<file path="src/rtl/pwm_ramp_sequencer.sv">
// Purpose: sequences a PWM instance with soft start/stop, ramping ACTIVE to a target in steps on period boundaries.
// Latency: commands take effect 1 cycle later; duty steps are registered on a period tick and show in the next period.
// Backpressure: none; one-cycle commands are acted on immediately or ignored per state, cfg is only sampled from IDLE.
`timescale 1ns/1ps

module pwm_ramp_sequencer #(
    parameter int W  = 16,
    parameter int HW = 8
) (
    input  logic          clk,
    input  logic          reset,
    input  logic          cmd_start,
    input  logic          cmd_stop,
    input  logic [W-1:0]  cfg_period,
    input  logic [W-1:0]  cfg_target,
    input  logic [W-1:0]  cfg_step,
    input  logic [HW-1:0] cfg_hold,
    output logic [W-1:0]  PERIOD,
    output logic [W-1:0]  ACTIVE,
    output logic          start,
    output logic          stop,
    output logic          busy,
    output logic          at_target,
    output logic          err
);

    typedef enum logic [1:0] {
        S_IDLE      = 2'd0,
        S_RAMP_UP   = 2'd1,
        S_HOLD      = 2'd2,
        S_RAMP_DOWN = 2'd3
    } state_t;

    localparam logic [W-1:0]  ONE_W = {{(W-1){1'b0}}, 1'b1};
    localparam logic [HW-1:0] ONE_H = {{(HW-1){1'b0}}, 1'b1};

    state_t        state_q,  state_d;
    logic [W-1:0]  pcnt_q,   pcnt_d;
    logic [HW-1:0] hcnt_q,   hcnt_d;
    logic [W-1:0]  period_q, period_d;
    logic [W-1:0]  target_q, target_d;
    logic [W-1:0]  step_q,   step_d;
    logic [HW-1:0] hold_q,   hold_d;
    logic [W-1:0]  active_q, active_d;
    logic          err_q,    err_d;
    logic          stop_q,   stop_d;

    logic          running;
    logic          tick;
    logic [HW-1:0] hold_eff;
    logic [HW-1:0] hcnt_inc;
    logic          step_fire;
    logic [W:0]    up_sum;
    logic          up_hit;
    logic [W-1:0]  dn_val;
    logic [W-1:0]  cfg_eff_target;
    logic          start_req;

    // Derived timing and arithmetic terms shared by the next-state logic.
    always_comb begin
        running        = (state_q != S_IDLE);
        tick           = running && (pcnt_q == (period_q - ONE_W));
        hold_eff       = (hold_q == '0) ? ONE_H : hold_q;
        hcnt_inc       = hcnt_q + ONE_H;
        step_fire      = tick && (hcnt_inc == hold_eff);
        // Sum kept one bit wider so a large step never wraps past the target.
        up_sum         = {1'b0, active_q} + {1'b0, step_q};
        up_hit         = (up_sum >= {1'b0, target_q});
        dn_val         = (active_q > step_q) ? (active_q - step_q) : '0;
        cfg_eff_target = (cfg_target < cfg_period) ? cfg_target : cfg_period;
        // A simultaneous stop always overrides start.
        start_req      = cmd_start && !cmd_stop;
    end

    // Next-state: FSM transitions, duty stepping, period/hold counters and config latching.
    always_comb begin
        state_d  = state_q;
        pcnt_d   = pcnt_q;
        hcnt_d   = hcnt_q;
        period_d = period_q;
        target_d = target_q;
        step_d   = step_q;
        hold_d   = hold_q;
        active_d = active_q;
        err_d    = err_q;
        stop_d   = 1'b0;

        if (running) begin
            pcnt_d = tick ? '0 : (pcnt_q + ONE_W);
            if (tick) begin
                hcnt_d = step_fire ? '0 : hcnt_inc;
            end
        end

        case (state_q)
            S_IDLE: begin
                if (start_req) begin
                    if ((cfg_period == '0) || (cfg_step == '0)) begin
                        err_d = 1'b1;
                    end else begin
                        period_d = cfg_period;
                        target_d = cfg_eff_target;
                        step_d   = cfg_step;
                        hold_d   = cfg_hold;
                        err_d    = 1'b0;
                        active_d = '0;
                        pcnt_d   = '0;
                        hcnt_d   = '0;
                        state_d  = S_RAMP_UP;
                    end
                end
            end
            S_RAMP_UP: begin
                if (cmd_stop) begin
                    state_d = S_RAMP_DOWN;
                    hcnt_d  = '0;
                end else if (step_fire) begin
                    if (up_hit) begin
                        active_d = target_q;
                        state_d  = S_HOLD;
                    end else begin
                        active_d = up_sum[W-1:0];
                    end
                end
            end
            S_HOLD: begin
                // Hold counting is meaningless at target; keep it parked at zero.
                hcnt_d = '0;
                if (cmd_stop) begin
                    state_d = S_RAMP_DOWN;
                end
            end
            S_RAMP_DOWN: begin
                if (start_req) begin
                    state_d = S_RAMP_UP;
                    hcnt_d  = '0;
                end else if (step_fire) begin
                    if (active_q == '0) begin
                        state_d = S_IDLE;
                        stop_d  = 1'b1;
                        pcnt_d  = '0;
                        hcnt_d  = '0;
                    end else begin
                        active_d = dn_val;
                    end
                end
            end
            default: begin
                state_d = S_IDLE;
            end
        endcase
    end

    // State register with asynchronous active-low clear.
    always_ff @(posedge clk or negedge reset) begin
        if (!reset) begin
            state_q  <= S_IDLE;
            pcnt_q   <= '0;
            hcnt_q   <= '0;
            period_q <= '0;
            target_q <= '0;
            step_q   <= '0;
            hold_q   <= '0;
            active_q <= '0;
            err_q    <= 1'b0;
            stop_q   <= 1'b0;
        end else begin
            state_q  <= state_d;
            pcnt_q   <= pcnt_d;
            hcnt_q   <= hcnt_d;
            period_q <= period_d;
            target_q <= target_d;
            step_q   <= step_d;
            hold_q   <= hold_d;
            active_q <= active_d;
            err_q    <= err_d;
            stop_q   <= stop_d;
        end
    end

    assign PERIOD    = period_q;
    assign ACTIVE    = active_q;
    assign start     = running;
    assign busy      = running;
    assign at_target = (state_q == S_HOLD);
    assign stop      = stop_q;
    assign err       = err_q;

endmodule

</file>
<file path="config.mk">
export PLATFORM = sky130hd
export DESIGN_NAME = pwm_ramp_sequencer
export DESIGN_NICKNAME = d
export VERILOG_FILES = /design/src/rtl/pwm_ramp_sequencer.sv
export SDC_FILE = /design/constraint.sdc
export NUM_CORES = 1
export LEC_CHECK = 0
export ABC_AREA = 1
export CORE_MARGIN = 5
export CORE_UTILIZATION = 45
export CTS_BUF_LIST = sky130_fd_sc_hd__clkbuf_16
export DETAILED_ROUTE_END_ITERATION = 12
export GPL_TIMING_DRIVEN = 0
export PLACE_DENSITY_LB_ADDON = 0.05
export SYNTH_ARGS = -nofsm -noshare
export SYNTH_HDL_FRONTEND = slang
export SYNTH_SLANG_ARGS = --single-unit
</file>
<file path="constraint.sdc">
create_clock -name clk -period 3.45 [get_ports clk]
set_input_delay 0.69 -clock clk [delete_from_list [all_inputs] [get_ports clk]]
set_output_delay 0.69 -clock clk [all_outputs]
set_load 0.03 [all_outputs]
</file>
==> results_dict.tcl, run 1 <==
set metrics [dict create \
    finalInstanceArea_um2 10310 \
    finalSetupViolations 18 \
    antenna-diode-count 0 \
    synth_nets 1234 \
    timing.critical_path.arrival_ns 3.86 \
    detail_route.first_pass.iterations 6 \
    path_class "flip-flop to flip-flop" \
    post_synth_edffs 0 \
    first_global_vias 7692 \
    hold_violation_count_in_the_final_report 0 \
    placement_rows 48 \
    crit_path_start_kind "flip-flop" \
    finalWirelength_mm 24.98 \
    timing.critical_path.required_ns 3.68 \
    yosysSeqAreaShare_pct 31.36 \
    timing_max_transition_violations_final 0 \
    synth_top_area_share_pct 31.36 \
    postSynth.topFlopCell "sky130_fd_sc_hd__dfrtp_1" \
    synthesis.yosys.warnings 0 \
    synth_top_area_cell "sky130_fd_sc_hd__dfrtp_1" \
    placement.cell_area_um2 9248 \
    fmax_mhz 275.4 \
    ff_latch_count_synth 100 \
    drt-vias-per-instance 5.337 \
    largest_net_degree_at_the_start_of_global_routing 58 \
    cap_violations 0 \
    route.antenna.remaining_nets 0 \
    route.detailed.drc 0 \
    area_growth_pct 29.24 \
    cts_max_level 3 \
    min_period_ns 3.631 \
    chipHeight_um 143.2 \
    synth-async-reset-ratio_pct 100.0 \
    grt_pass1_wl_mm 39.14 \
    postSynthCellCount 1101 \
    gp_congestion 0.8896 \
    starting_density_of_the_core_pct 45.98 \
    syn-cell-area_um2 7980 \
    ctsRootBufferMaster "sky130_fd_sc_hd__clkbuf_16" \
    worst_skew_pair.late_latency_ns 0.36 \
    clk_pin_slew_worst_paths_ns 0.07 \
    dp.final_hpwl_mm 18.85 \
    total_gr_overflow 0 \
    finalHoldWorstSlack_ns 0.3207 \
    path_type_of_the_worst_min_delay_path "primary input to asynchronous set/reset pin" \
    core_box_area_um2 17360 \
    dr.first_iter.drc_count 493 \
    die_area_um2 20500 \
    critical_path_peak_fanout 4 \
    unrepaired_setup_endpoints_after_global_routing "true" \
    tritoncts.num_buffers 9 \
    finalWorstSetupSlack_ns -0.1806 \
    violations "setup timing" \
    max_slew_margin_pct 41.89 \
    synthesis.area_per_instance_um2 7.248 \
    die_w_um 143.2 \
    cts.sinks 100 \
    netlist_top_cells_area "sky130_fd_sc_hd__dfrtp_1, sky130_fd_sc_hd__ha_1, sky130_fd_sc_hd__nand2_1" \
    detailroute.via_count 7878 \
    io_buffers 96 \
    grtUsageTotal_pct 24.26 \
    setup.worst_path.end_class "flip-flop" \
    route.detailed.wl_per_inst_um 16.93 \
    outcome "finished, violations left" \
    synthDistinctLibCells 44 \
    cts_tree "built" \
    cts-hold-fix-buffers 0 \
    setup.reg_to_reg.worst_slack_ns -0.18 \
    post_route_cells_drive_above_1_share_pct 14.07 \
    timing.final.crit_share_pct 105.2 \
    ios 97 \
    grt_antenna_before_repair 0 \
    clock_skew_ns 0.009510 \
    final_net_count 1379 \
    worst-slew-pin-transition_ns 0.8716 \
    clockBufferDepth 2 \
]
## placed cells by master, fill, tap and decap left out, types with 3 or more instances in the layout
cell	netlist	final
sky130_fd_sc_hd__nand2_1	230	216
sky130_fd_sc_hd__inv_1	142	137
sky130_fd_sc_hd__nor2_1	114	109
sky130_fd_sc_hd__clkdlybuf4s50_1	0	95
sky130_fd_sc_hd__dfrtp_1	100	94
sky130_fd_sc_hd__o21ai_0	76	74
sky130_fd_sc_hd__ha_1	71	58
sky130_fd_sc_hd__a21oi_1	63	55
sky130_fd_sc_hd__nand3_1	52	45
sky130_fd_sc_hd__buf_4	4	34
sky130_fd_sc_hd__xor2_1	38	32
sky130_fd_sc_hd__nor3_1	24	24
sky130_fd_sc_hd__nand4_1	23	23
sky130_fd_sc_hd__o22ai_1	17	17
sky130_fd_sc_hd__o211ai_1	17	17
sky130_fd_sc_hd__xnor2_1	15	15
sky130_fd_sc_hd__nor4_1	16	15
sky130_fd_sc_hd__a21oi_2	8	15
sky130_fd_sc_hd__clkbuf_1	16	14
sky130_fd_sc_hd__nand2_2	4	13
sky130_fd_sc_hd__buf_6	1	13
sky130_fd_sc_hd__nand3_2	3	10
sky130_fd_sc_hd__clkbuf_16	0	10
sky130_fd_sc_hd__nor2_2	6	9
sky130_fd_sc_hd__nor2_4	6	8
sky130_fd_sc_hd__o21bai_1	8	8
sky130_fd_sc_hd__clkinv_1	4	7
sky130_fd_sc_hd__ha_4	0	7
sky130_fd_sc_hd__dfrtp_2	0	6
sky130_fd_sc_hd__nand2_4	1	6
sky130_fd_sc_hd__ha_2	0	6
sky130_fd_sc_hd__buf_2	10	5
sky130_fd_sc_hd__xor2_2	0	4
sky130_fd_sc_hd__a31oi_1	5	4
sky130_fd_sc_hd__o21a_1	4	4
sky130_fd_sc_hd__inv_2	1	3
sky130_fd_sc_hd__nand3b_1	3	3
sky130_fd_sc_hd__a21o_1	3	3
sky130_fd_sc_hd__inv_6	1	3
## timing repair
action / CTS / global route
setup endpoints to repair: 28 / 28
pin swaps: 32 / 48
buffers inserted: 23 / 14
cloned: 1 / 1
resized for setup: 61 / 57
## kinds of logic (layout without fill, tap and decap cells)
family	count (synthesis)	in the layout	share of synthesized area (%)
XOR/XNOR	53	53	5.817
AND/OR/NAND/NOR	486	486	26.89
adder cells (fa/ha/maj)	73	73	11.63
flip-flops	100	100	31.36
AO/OA/AOI/OAI	209	209	15.13
buffers and inverters	180	330	9.172
## per-stage QoR
stage          TNS [ns]  cells  setup slack, ns  utilization [%]
2_1_floorplan         0   1101          0.05065                -
3_3_place_gp    -262.35   1422           -2.410            53.14
3_5_place_dp     -21.66   1423          -0.6224            53.28
4_1_cts          -1.548   1461          -0.1691            57.15
5_1_grt          -5.601   1476          -0.4091            59.42
6_report         -1.464   1476          -0.1806            59.42
## worst max-delay path, cell delays in order, from the launching register on
cell	delay, ns
sky130_fd_sc_hd__dfrtp_1	0.39
sky130_fd_sc_hd__ha_2	0.19
sky130_fd_sc_hd__inv_2	0.04
sky130_fd_sc_hd__fa_2	0.37
sky130_fd_sc_hd__o21ai_4	0.26
sky130_fd_sc_hd__a31oi_4	0.14
sky130_fd_sc_hd__nor2_2	0.14
sky130_fd_sc_hd__nor2_2	0.07
sky130_fd_sc_hd__xor2_2	0.24
sky130_fd_sc_hd__ha_1	0.30
sky130_fd_sc_hd__a21oi_2	0.15
sky130_fd_sc_hd__nor2_2	0.04
sky130_fd_sc_hd__a211oi_2	0.13
sky130_fd_sc_hd__nand2_1	0.07
sky130_fd_sc_hd__nand2_1	0.05
sky130_fd_sc_hd__nand2_1	0.05
sky130_fd_sc_hd__nand2_2	0.08
sky130_fd_sc_hd__nand3_2	0.10
sky130_fd_sc_hd__buf_6	0.16
sky130_fd_sc_hd__buf_6	0.11
sky130_fd_sc_hd__o211ai_1	0.33
sky130_fd_sc_hd__a21oi_2	0.09
## cells in the mapped netlist, types with 2 or more instances
cell type / number
sky130_fd_sc_hd__a21boi_0: 2
sky130_fd_sc_hd__a21o_1: 3
sky130_fd_sc_hd__a21oi_1: 63
sky130_fd_sc_hd__a21oi_2: 8
sky130_fd_sc_hd__a31oi_1: 5
sky130_fd_sc_hd__buf_2: 10
sky130_fd_sc_hd__buf_4: 4
sky130_fd_sc_hd__clkbuf_1: 16
sky130_fd_sc_hd__clkinv_1: 4
sky130_fd_sc_hd__dfrtp_1: 100
sky130_fd_sc_hd__fa_1: 2
sky130_fd_sc_hd__ha_1: 71
sky130_fd_sc_hd__inv_1: 142
sky130_fd_sc_hd__nand2_1: 230
sky130_fd_sc_hd__nand2_2: 4
sky130_fd_sc_hd__nand3_1: 52
sky130_fd_sc_hd__nand3_2: 3
sky130_fd_sc_hd__nand3b_1: 3
sky130_fd_sc_hd__nand4_1: 23
sky130_fd_sc_hd__nor2_1: 114
sky130_fd_sc_hd__nor2_2: 6
sky130_fd_sc_hd__nor2_4: 6
sky130_fd_sc_hd__nor3_1: 24
sky130_fd_sc_hd__nor4_1: 16
sky130_fd_sc_hd__o211ai_1: 17
sky130_fd_sc_hd__o21a_1: 4
sky130_fd_sc_hd__o21ai_0: 76
sky130_fd_sc_hd__o21ai_1: 2
sky130_fd_sc_hd__o21bai_1: 8
sky130_fd_sc_hd__o22ai_1: 17
sky130_fd_sc_hd__or2_2: 2
sky130_fd_sc_hd__xnor2_1: 15
sky130_fd_sc_hd__xor2_1: 38
## worst paths after layout
check	start	cells past startpoint	end
setup reg to reg	step_q[0]	21	ACTIVE[6]
max in group asynchronous	reset	2	ACTIVE[15]
hold / removal	reset	1	pcnt_q[4]
min in group clk	err	1	err
setup / recovery	step_q[0]	21	ACTIVE[6]
hold reg to reg	err	1	err
## flip-flops by register name, summed over array words and instances, names as in the netlist
signal	flops
err	1
state_q	2
stop	1
PERIOD	16
pcnt_q	16
target_q	16
hcnt_q	8
ACTIVE	16
hold_q	8
step_q	16
## layout make-up
type	count	area [µm²]
timing repair buffer	136	1326
inverter	148	569.3
buffer	30	196.4
fill	1660	7043
sequential	100	2510
clock buffer	9	225.2
tap	225	281.5
multi-input combinational	821	5141
clock inverter	7	63.81
## routing by layer
metal	GRT usage [%]	part of all wire (%)	vias to the layer above
li1	-	-	3921
met1	31.75	45	3729
met2	41.05	48	191
met3	4.588	5.0	37
met4	6.803	2.1	0
met5	0	0	-
Power of run 1 is left out: the tool's default activity adds up to more than one toggle a clock period on the data nets, which glitch-free logic cannot reach.
==> run 2, diff against run 1 <==
--- a/config.mk
+++ b/config.mk
@@ -7,11 +7,12 @@
 export LEC_CHECK = 0
 export ABC_AREA = 1
 export CORE_MARGIN = 5
-export CORE_UTILIZATION = 45
+export CORE_UTILIZATION = 29
 export CTS_BUF_LIST = sky130_fd_sc_hd__clkbuf_16
 export DETAILED_ROUTE_END_ITERATION = 12
 export GPL_TIMING_DRIVEN = 0
 export PLACE_DENSITY_LB_ADDON = 0.05
+export SKIP_LAST_GASP = 1
 export SYNTH_ARGS = -nofsm -noshare
 export SYNTH_HDL_FRONTEND = slang
 export SYNTH_SLANG_ARGS = --single-unit
==> run 2 against run 1 <==
Net effect: the run still ends with setup timing left; non-clock buffer count decreased by 9; fmax grew 0.19%; die area increased by 51%; first-iteration DRC count down 39%; register-to-register slack hardly changed; via count shrank 3.5%; setup slack improved by 0.0067 ns; design area down 1.6%; sequential cell count stayed put; cell count is 7.2% higher; critical path type unchanged.
==> results_dict.tcl, run 2 (same netlist as run 1, synthesis figures left out) <==
set metrics [dict create \
    outcome "finished, violations left" \
    violations "setup timing" \
    route.detailed.wl_per_inst_um 17.01 \
    dr.first_iter.drc_count 303 \
    highest_layer "met4" \
    unrepaired_setup_endpoints_after_global_routing "true" \
    fmax_mhz 275.9 \
    clock_skew_ns 0.009163 \
    finalWorstSetupSlack_ns -0.1739 \
    max_slew_margin_pct 50.69 \
    final_net_count 1370 \
    worst-slew-pin-transition_ns 0.7397 \
    grt_antenna_before_repair 1 \
    io_buffers 96 \
    starting_density_of_the_core_pct 29.53 \
    route.detailed.drc 0 \
    hold_violation_count_in_the_final_report 0 \
    clk_pin_slew_worst_paths_ns 0.08 \
    finalSetupViolations 16 \
    route.antenna.remaining_nets 0 \
    path_class "flip-flop to flip-flop" \
    met2_routed_wirelength_mm 12.91 \
    wl_met3_um 773 \
    timing_max_transition_violations_final 0 \
    detailroute.via_count 7603 \
    grtUsageTotal_pct 17.56 \
    placement_rows 60 \
    tritoncts.num_buffers 9 \
    chipHeight_um 175.9 \
    gp_congestion 0.8387 \
    detail_route.first_pass.iterations 4 \
    antenna-diode-count 0 \
    min_period_ns 3.624 \
    cap_violations 0 \
    timing.final.crit_share_pct 105.0 \
    worst_skew_pair.late_latency_ns 0.35 \
    layout_commonest_cell "sky130_fd_sc_hd__nand2_1" \
    cts.sinks 100 \
    finalHoldWorstSlack_ns 0.2124 \
    post_route_cells_drive_above_1_share_pct 11.76 \
    dp.final_hpwl_mm 21.45 \
    drt-vias-per-instance 4.806 \
    reg2reg_end "ACTIVE[10]" \
    timing.critical_path.required_ns 3.67 \
    setup.reg_to_reg.worst_slack_ns -0.17 \
    finalWirelength_mm 26.91 \
    routedLengthMet1_mm 12.84 \
    ctsRootBufferMaster "sky130_fd_sc_hd__clkbuf_16" \
    area_growth_pct 27.20 \
    critical_path_peak_fanout 8 \
    worst_r2r_startpoint "step_q[0]" \
    largest_net_degree_at_the_start_of_global_routing 70 \
    core_box_area_um2 27030 \
    path_type_of_the_worst_min_delay_path "primary input to asynchronous set/reset pin" \
    clockBufferDepth 2 \
    total_gr_overflow 0 \
    crit_path_start_kind "flip-flop" \
    leading_cell_types_in_the_layout_fill_and_taps_excluded "sky130_fd_sc_hd__nand2_1, sky130_fd_sc_hd__inv_1, sky130_fd_sc_hd__nor2_1" \
    r2r.worst_path.cells 20 \
    first_global_vias 7865 \
    die_w_um 175.9 \
    ios 97 \
    nFillCells 2916 \
    timing.critical_path.arrival_ns 3.85 \
    cts-hold-fix-buffers 0 \
    setup.worst_path.end_class "flip-flop" \
    grt_pass1_wl_mm 43.05 \
    cts_tree "built" \
    cts_max_level 3 \
    die_area_um2 30940 \
]
-- run 2: cell count changes in the layout (fill, tap and decap cells not counted), moves of 5 or more --
cell,change
sky130_fd_sc_hd__nand2_1,+12
sky130_fd_sc_hd__buf_6,-8
sky130_fd_sc_hd__nand2_2,-8
sky130_fd_sc_hd__nand3_2,-5
-- run 2: metrics by stage --
| stage | setup WS (ns) | area (µm²) | cells | util, % | TNS [ns] |
|---|---|---|---|---|---|
| 4_1_cts | -0.1884 | 10050 | 1577 | 37.20 | -1.300 |
| 6_report | -0.1739 | 10150 | 1582 | 37.56 | -1.487 |
| 2_1_floorplan | 0.05065 | 7980 | 1101 | - | 0 |
| 3_5_place_dp | -0.7580 | 9397 | 1539 | 34.77 | -30.11 |
| 5_1_grt | -0.4244 | 10150 | 1582 | 37.56 | -6.269 |
| 3_3_place_gp | -2.680 | 9368 | 1538 | 34.66 | -295.78 |
-- run 2: timing repair --
item	4_1_cts	5_1_grt
buffers inserted	25	5
gates resized for setup	54	16
endpoints found under the hold margin	0	0
pin swaps	18	24
endpoints found under the setup margin	34	28
-- run 2: area by class of cell --
class	instances	area, µm²	area share [%]
Clock inverter	6	42.54	0.4191
Multi-Input combinational cell	821	4975	49.01
Buffer	30	182.7	1.800
Tap cell	341	426.7	4.203
Timing Repair Buffer	127	1219	12.01
Inverter	148	570.5	5.621
Clock buffer	9	225.2	2.219
Sequential cell	100	2510	24.73
-- run 2: how the worst max path moves through the flow --
stage,cells after the start,endpoint,startpoint,slack [ns]
floorplan,20,ACTIVE[12],ACTIVE[0],0.05
global placement,1,step_q[5],reset,-2.68
detailed placement,20,ACTIVE[10],ACTIVE[0],-0.76
CTS,20,ACTIVE[10],ACTIVE[3],-0.19
global route,21,ACTIVE[5],step_q[0],-0.42
finish,20,ACTIVE[10],step_q[0],-0.17
-- run 2: layer usage --
| metal | vias to the layer above | track usage, % |
|---|---|---|
| met1 | 3613 | 23.76 |
| met3 | 21 | 2.561 |
| met2 | 81 | 29.94 |
| met5 | - | 0 |
| met4 | 0 | 3.606 |
| li1 | 3888 | - |
-- run 2: critical path: stages (launching register included) --
cell,delay [ns]
sky130_fd_sc_hd__dfrtp_1,0.39
sky130_fd_sc_hd__ha_2,0.21
sky130_fd_sc_hd__inv_4,0.04
sky130_fd_sc_hd__fa_2,0.41
sky130_fd_sc_hd__o21ai_4,0.24
sky130_fd_sc_hd__a31oi_4,0.13
sky130_fd_sc_hd__nor2_2,0.14
sky130_fd_sc_hd__nor2_2,0.05
sky130_fd_sc_hd__xor2_2,0.21
sky130_fd_sc_hd__ha_1,0.29
sky130_fd_sc_hd__a21oi_2,0.13
sky130_fd_sc_hd__nor2_1,0.05
sky130_fd_sc_hd__a211oi_1,0.16
sky130_fd_sc_hd__nand2_1,0.09
sky130_fd_sc_hd__nand2_1,0.07
sky130_fd_sc_hd__nand2_1,0.06
sky130_fd_sc_hd__nand2_2,0.09
sky130_fd_sc_hd__nand3_4,0.10
sky130_fd_sc_hd__buf_6,0.17
sky130_fd_sc_hd__o211ai_1,0.35
sky130_fd_sc_hd__a21oi_2,0.09
Power of run 2 is left out for the same reason.
